$ cat config.mk
export PLATFORM = sky130hd
export DESIGN_NAME = fifo_axis_packer
export DESIGN_NICKNAME = d
export VERILOG_FILES = /design/src/rtl/ps_pl_pkg.sv /design/src/rtl/fifo_axis_packer.sv
export SDC_FILE = /design/constraint.sdc
export NUM_CORES = 1
export LEC_CHECK = 0
export BUFFER_PORTS_ARGS = -buffer_cell sky130_fd_sc_hd__buf_2
export CAP_MARGIN = 20
export CORE_ASPECT_RATIO = 0.6
export CORE_MARGIN = 2
export CORE_UTILIZATION = 47
export CTS_BUF_LIST = sky130_fd_sc_hd__clkbuf_4 sky130_fd_sc_hd__clkbuf_8 sky130_fd_sc_hd__clkbuf_16
export DETAILED_ROUTE_END_ITERATION = 6
export GPL_TIMING_DRIVEN = 1
export PLACE_DENSITY_LB_ADDON = 0.2
export SLEW_MARGIN = 20
export SYNTH_ARGS = -nofsm -noshare
export SYNTH_HDL_FRONTEND = slang
export SYNTH_SLANG_ARGS = --single-unit
$ cat constraint.sdc
create_clock -name clk -period 1.74 [get_ports clk]
set_clock_uncertainty 0.05 [all_clocks]
set_input_delay 0.435 -clock clk [delete_from_list [all_inputs] [get_ports clk]]
set_output_delay 0.435 -clock clk [all_outputs]
set_load 0.02 [all_outputs]
$ cat src/rtl/ps_pl_pkg.sv
// Shared definitions for the FIFO-to-AXI-Stream packer slice.
//   - pk_state_e : packer state encoding (FILL collects lanes, SEND presents a beat)
//   - *_DEF      : default parameter values for the packer
package ps_pl_pkg;

  typedef enum logic {
    FILL = 1'b0,
    SEND = 1'b1
  } pk_state_e;

  localparam int SIZE_DEF        = 8;
  localparam int LANES_DEF       = 4;
  localparam int FRAME_BEATS_DEF = 16;

endpackage

$ cat src/rtl/fifo_axis_packer.sv
// Packs SIZE-bit FIFO cells into LANES-wide AXI-Stream beats.
// Lanes fill LSB-first; a full beat or a flush moves to SEND, where the beat is
// held until the downstream handshake. tlast marks the FRAME_BEATS-th beat of a
// frame or any flush beat; frames_sent counts completed frames.
// Ports:
//   clk, rst_n                  : clock, async active-low reset
//   fifo_valid/fifo_enr/fifo_data : upstream FIFO (data valid when enr && valid)
//   flush                       : close the current frame early (partial beat)
//   m_axis_*                    : AXI-Stream master, registered outputs
//   frames_sent                 : completed frame counter, wraps
module fifo_axis_packer
  import ps_pl_pkg::*;
#(
  parameter int SIZE        = SIZE_DEF,
  parameter int LANES       = LANES_DEF,
  parameter int FRAME_BEATS = FRAME_BEATS_DEF
) (
  input  logic                    clk,
  input  logic                    rst_n,
  input  logic                    fifo_valid,
  output logic                    fifo_enr,
  input  logic [SIZE-1:0]         fifo_data,
  input  logic                    flush,
  output logic [SIZE*LANES-1:0]   m_axis_tdata,
  output logic [LANES-1:0]        m_axis_tkeep,
  output logic                    m_axis_tvalid,
  input  logic                    m_axis_tready,
  output logic                    m_axis_tlast,
  output logic [15:0]             frames_sent
);
  localparam int LW = $clog2(LANES);
  localparam int BW = $clog2(FRAME_BEATS);

  pk_state_e       state;
  logic [LW-1:0]   lane_idx;
  logic [BW-1:0]   beat_idx;

  logic            pop, last_lane, flush_go, close, frame_end;
  logic [LW:0]     n_fill;
  logic [LANES-1:0] keep_nxt;

  // Pops only happen while collecting; SEND stalls the FIFO.
  assign fifo_enr = fifo_valid && (state == FILL);

  always_comb begin
    pop       = fifo_enr;
    last_lane = (lane_idx == LW'(LANES-1));
    frame_end = (beat_idx == BW'(FRAME_BEATS-1));
    // A flush only closes a beat that will hold at least one cell.
    flush_go  = flush && ((lane_idx != '0) || pop);
    close     = (pop && last_lane) || flush_go;
    // Lanes filled after this edge, counting a same-cycle pop.
    n_fill    = {1'b0, lane_idx} + {{LW{1'b0}}, pop};
    keep_nxt  = '0;
    for (int i = 0; i < LANES; i++) keep_nxt[i] = ((LW+1)'(i) < n_fill);
  end

  always_ff @(posedge clk or negedge rst_n) begin
    if (!rst_n) begin
      state         <= FILL;
      lane_idx      <= '0;
      beat_idx      <= '0;
      frames_sent   <= '0;
      m_axis_tdata  <= '0;
      m_axis_tkeep  <= '0;
      m_axis_tvalid <= 1'b0;
      m_axis_tlast  <= 1'b0;
    end else begin
      case (state)
        FILL: begin
          if (pop) begin
            m_axis_tdata[lane_idx*SIZE +: SIZE] <= fifo_data;
            lane_idx <= lane_idx + LW'(1);  // wraps to 0 after the last lane
          end
          if (close) begin
            state         <= SEND;
            m_axis_tvalid <= 1'b1;
            m_axis_tkeep  <= keep_nxt;
            m_axis_tlast  <= flush_go || frame_end;
          end
        end
        SEND: begin
          // Flush is ignored here; the beat is held until accepted.
          if (m_axis_tready) begin
            state         <= FILL;
            lane_idx      <= '0;
            m_axis_tdata  <= '0;  // unfilled lanes of the next flush beat read zero
            m_axis_tkeep  <= '0;
            m_axis_tvalid <= 1'b0;
            m_axis_tlast  <= 1'b0;
            if (m_axis_tlast) begin
              beat_idx    <= '0;
              frames_sent <= frames_sent + 16'd1;
            end else begin
              beat_idx    <= beat_idx + BW'(1);
            end
          end
        end
        default: state <= FILL;
      endcase
    end
  end

endmodule

==> metrics.cfg, run 1 <==
[setup_path]
reg2reg_from = lane_idx[1]$_DFFE_PN0P_
r2r_cells = 6
r2r_slack_ps = 70
crit_fanout = 6
worstSetupPathType = reg2out
arrival_ps = 1200
slowest_delay_ps = 440
reg2reg_to = m_axis_tdata[10]$_DFFE_PN0P_
cp-start-kind = flop
cp.required_ps = 1250
crit_slowest_cell = dfrtp_2
crit_chain = nand2b_4 -> inv_4 -> buf_2
crit_path_end_kind = output port

[cells_and_area]
area_growth_pct = 31.9
diodes = 0
fillerInstances = 454
utilization_pct = 63.9
nets = 342
postLayoutCellArea_um2 = 3540
layout-drive-gt1-share_pct = 40.9

[floorplan]
die-area_um2 = 6360
chipWidth_um = 102
initial_utilization_pct = 48.5
rows = 21
die_y_um = 62.6
ioPinCount = 68
core_um2 = 5540

[sta]
slew_headroom_pct = 57.3
hold_viol = 0
setup-tns-final_ps = 0
fmax_ghz = 0.594
fin_crit_ps = 1680
finalMaxSlewViolations = 0
setup_viol = 0
worst_pin_slew_ps = 641
period_share_pct = 96.7

[synthesis]
synth_edf_count = 0
syn_area_um2 = 2690
ys.flop_type = dfrtp_1
avgSynthCellArea_um2 = 12.2
ys_warn_count = 0
async_reset_ff_share_pct = 100
synth_cell_types = 41
ys_seq_area_share_pct = 56.8
yosys_register_bits = 61
synth_nets = 244
syn_inst = 221

[power_and_ir_drop]
powerDensity_nw_per_um2 = 1380
leakagePower_nw = 1.89
ir_worst_vdd_mv = 0.911

[global_routing]
grt_usage_pct = 20.5
first_global_vias = 1924
antenna_found_initial = 0
grt_pass1_wl_um = 9760
grt_overflow = 0
grt_max_degree = 62

[job]
cap_violations = 0

[routing]
wire_per_inst_um = 15.1
routed_wl_um = 6100
route.detailed.drc = 0
vias_per_cell = 5.10
vias = 2057
first_pass_iters = 4
antenna_left = 0
drt-initial-drc-count = 105

[cts]
clock-root-buffer = clkbuf_8
cts_buffer_depth = 2
insertion_delay_ps = 340
htreeDepth = 3
cts.sinks = 61
cts_made_buffers = 9
cts_tree = yes
clkTransAtPathRegs_ps = 60

[min_path]
hold_path_class = in2async

[place]
gp_congestion = 0.785
port_buffers = 67
place_area_um2 = 3230
dp_hpwl_um = 4200

[status]
outcome = finished, final reports clean

[timing repair]
action,4_1_cts,5_1_grt
resized for setup,3,8
pin swaps,0,2
hold buffers,0,0
endpoints found under the hold margin,0,0
setup endpoints to repair,10,20
buffers inserted,1,7
[worst max path at each step]
| stage | start | endpoint | depth (start not counted) |
|---|---|---|---|
| 2_1_floorplan | frames_sent[0]$_DFFE_PN0P_ | frames_sent[10]$_DFFE_PN0P_ | 6 |
| 4_1_cts | state$_DFF_PN0_ | fifo_enr | 3 |
| 3_3_place_gp | m_axis_tready | frames_sent[10]$_DFFE_PN0P_ | 5 |
| 5_1_grt | lane_idx[1]$_DFFE_PN0P_ | m_axis_tdata[29]$_DFFE_PN0P_ | 7 |
| 6_report | state$_DFF_PN0_ | fifo_enr | 3 |
| 3_5_place_dp | lane_idx[0]$_DFFE_PN0P_ | m_axis_tdata[0]$_DFFE_PN0P_ | 4 |
[routing by layer]
metal,share of wire (%),global-route usage (%),vias to the layer above
li1,-,-,983
met1,52,32.4,998
met2,38,25.6,67
met3,7.9,7.72,9
met4,1.3,6.08,0
met5,0,0,-
[sequential cells by signal, summed over array words and instances (netlist names)]
register	flops
lane_idx	2
beat_idx	4
m_axis_tdata	32
m_axis_tkeep	4
frames_sent	16
m_axis_tlast	1
state	1
m_axis_tvalid	1
[cells in the final DEF (no fill, tap or decap), drive strengths merged, types with 3 or more instances in the layout]
cell / count
clkbuf: 14
nand2: 21
dfrtp: 61
nor3: 7
nor2: 13
nand3: 7
xor2: 9
ha: 10
inv: 9
buf: 92
nand2b: 3
o21ai: 9
a21oi: 9
xnor2: 6
a22o: 32
[stage by stage]
step	instances	hold WS, ps	total power, mW	setup slack [ps]
after floorplan	221	89.4	2.86	6.09
after global placement	380	404	3.42	-3.86
after detailed placement	380	403	3.45	-42.6
after CTS	396	55.5	4.80	19.5
after global routing	403	53.7	5.19	-72.9
final	403	26.7	4.89	56.9
[worst max-delay path: cells and delay by family (launching register included)]
family        cells  cell delay, ps
simple gates      1             170
buf+inv           2             250
flops             1             440
[cell usage after synthesis, drive strengths merged, types with 6 or more instances]
master / n / share of area [%]
nor3: 7 / 2.3
o21ai: 9 / 1.7
nor2: 13 / 1.9
inv: 9 / 1.4
ha: 10 / 4.7
a22o: 32 / 10
nand3: 7 / 1.3
xor2: 9 / 2.9
nand2: 21 / 3.2
xnor2: 6 / 2.2
dfrtp: 61 / 57
a21oi: 9 / 2.4
[area by class of cell]
class	instances	area [um2]	area share (%)
sequential	61	1530	43.2
multi-input combinational	146	1120	31.6
timing repair buffer	92	552	15.6
clock buffer	14	174	4.91
tap	80	100	2.83
inverter	9	36.3	1.02
clock inverter	1	30.0	0.848
[cells by family (layout without fill, tap and decap cells)]
| logic type | count (synthesis) | in the layout | share of synthesized area, % |
|---|---|---|---|
| simple gates | 62 | 62 | 13.6 |
| flops | 61 | 61 | 56.8 |
| compound gates | 56 | 56 | 16.1 |
| xor+xnor | 15 | 15 | 5.17 |
| buf+inv | 14 | 116 | 2.56 |
| fa+ha+maj | 10 | 10 | 4.66 |
| mux | 3 | 3 | 1.16 |
[where the power goes]
group | switching, mW | total [mW] | internal (mW)
sequential | 0.179 | 1.85 | 1.67
clock | 0.514 | 1.29 | 0.781
combinational | 1.03 | 1.75 | 0.718
Note: power is estimated with default switching activity, not from simulation.
==> run 2: changes to the inputs <==
Settings changed: CORE_ASPECT_RATIO 0.6 to 0.75.
==> metrics.cfg, run 2 (synthesis results as in run 1) <==
[floorplan]
core_um2 = 5440
die-area_um2 = 6340
die_y_um = 69.5
ioPinCount = 68
initial_utilization_pct = 49.4
rows = 23
chipWidth_um = 91.3

[cells_and_area]
utilization_pct = 65.5
fillerInstances = 427
area_growth_pct = 32.7
layout-drive-gt1-share_pct = 42.8
regMostFlops = m_axis_tdata
postLayoutCellArea_um2 = 3560
final_common_cell = buf_2
nets = 343
fin_cells = 400
largest_reg_flops = 32
top_regs = m_axis_tdata: 32 flops, frames_sent: 16 flops
most-common-layout-cells = buf_2 (67), dfrtp_1 (58), a22o_1 (32)
diodes = 0

[place]
gp_congestion = 0.778
place_worst_setup_slack_ps = -35.0
port_buffers = 67
dp_cells = 380
place_area_um2 = 3280
dp_hpwl_um = 4340

[sta]
finalMaxSlewViolations = 0
hold_viol = 0
hold_ws_ps = 36.8
setup_viol = 0
setup_ws_ps = 46.9
slew_headroom_pct = 72.8
fin_crit_ps = 1690
period_share_pct = 97.3
fmax_ghz = 0.591
setup-tns-final_ps = 0
worst_pin_slew_ps = 408

[cts]
cts.sinks = 61
cts_made_buffers = 9
cts_hold_buffers = 0
insertion_delay_ps = 340
clkTransAtPathRegs_ps = 60
clock-root-buffer = clkbuf_8
cts_tree = yes
htreeDepth = 3
cts_buffer_depth = 2

[power_and_ir_drop]
ir_worst_vdd_mv = 0.778
leakagePower_nw = 1.90
powerDensity_nw_per_um2 = 1370
finalPower_mw = 4.87

[routing]
route.detailed.drc = 0
routed_wl_um = 6210
vias_per_cell = 5.16
antenna_left = 0
vias = 2065
first_pass_iters = 4
drt-initial-drc-count = 152
wire_per_inst_um = 15.5

[setup_path]
arrival_ps = 1210
critical_path.top_delay_family = flip-flops
cp.required_ps = 1250
slowest_delay_ps = 430
reg2reg_from = lane_idx[0]$_DFFE_PN0P_
startpoint = state$_DFF_PN0_
cp-start-kind = flop
crit_buf_inv = 2
crit_slowest_cell = dfrtp_2
crit_fanout = 5
worstSetupPathType = reg2out
crit_path_end_kind = output port
crit_chain = nand2b_4 -> inv_4 -> buf_2

[global_routing]
antenna_found_initial = 0
grt_usage_pct = 21.1
first_global_vias = 2059
grt_pass1_wl_um = 10300
grt_overflow = 0
grt_max_degree = 62

[job]
cap_violations = 0

[status]
outcome = finished, final reports clean

[min_path]
hold_path_class = in2async

==> run 2: cell count changes in the layout (fill, tap and decap cells not counted), sizes merged <==
cell      delta
clkinv       +3
clkbuf       -2
buf          +1
bufinv       -1
clkinvlp     +1
==> run 2: final cells by class <==
cell class,instances,area [um2],share of cell area (%)
Clock buffer,12,159,4.46
Clock inverter,4,22.5,0.632
Inverter,9,36.3,1.02
Multi-Input combinational cell,146,1150,32.4
Sequential cell,61,1530,42.9
Tap cell,75,93.8,2.63
Timing Repair Buffer,93,568,15.9
==> run 2: report_power, final <==
part / switching [mW] / internal, mW
clock network: 0.536 / 0.602
logic: 1.08 / 0.807
registers: 0.171 / 1.67
total: 1.79 / 3.08
==> run 2: worst paths after layout <==
path                                                     end  slack [ps]  cells past startpoint
worst max-delay path                                fifo_enr          50                      3
worst max register to register  m_axis_tdata[29]$_DFFE_PN0P_          70                      6
worst min-delay path                 beat_idx[2]$_DFFE_PN0P_          40                      2
min in group clk                m_axis_tdata[19]$_DFFE_PN0P_         310                      2
max in group asynchronous         frames_sent[0]$_DFFE_PN0P_        1320                      2
worst min register to register     m_axis_tvalid$_DFFE_PN0P_         430                      1
==> run 2: worst register-to-register path, stage by stage (launching register included) <==
cell,delay (ps)
dfrtp_1,410
inv_1,150
ha_4,250
buf_4,150
nor4b_4,250
buf_4,200
a22o_1,150
==> run 2: layer usage <==
layer	vias up	GRT usage [%]	share of wire (%)
met1	1005	30.6	49
met4	0	7.58	1.1
met5	-	0	0
met3	8	7.17	6.4
li1	991	-	-
met2	61	29.4	44
==> run 2: repair_timing <==
action / in CTS / in global routing
endpoints found under the setup margin: 14 / 42
pin swaps: 0 / 2
buffers inserted: 3 / 2
gates resized for setup: 2 / 15
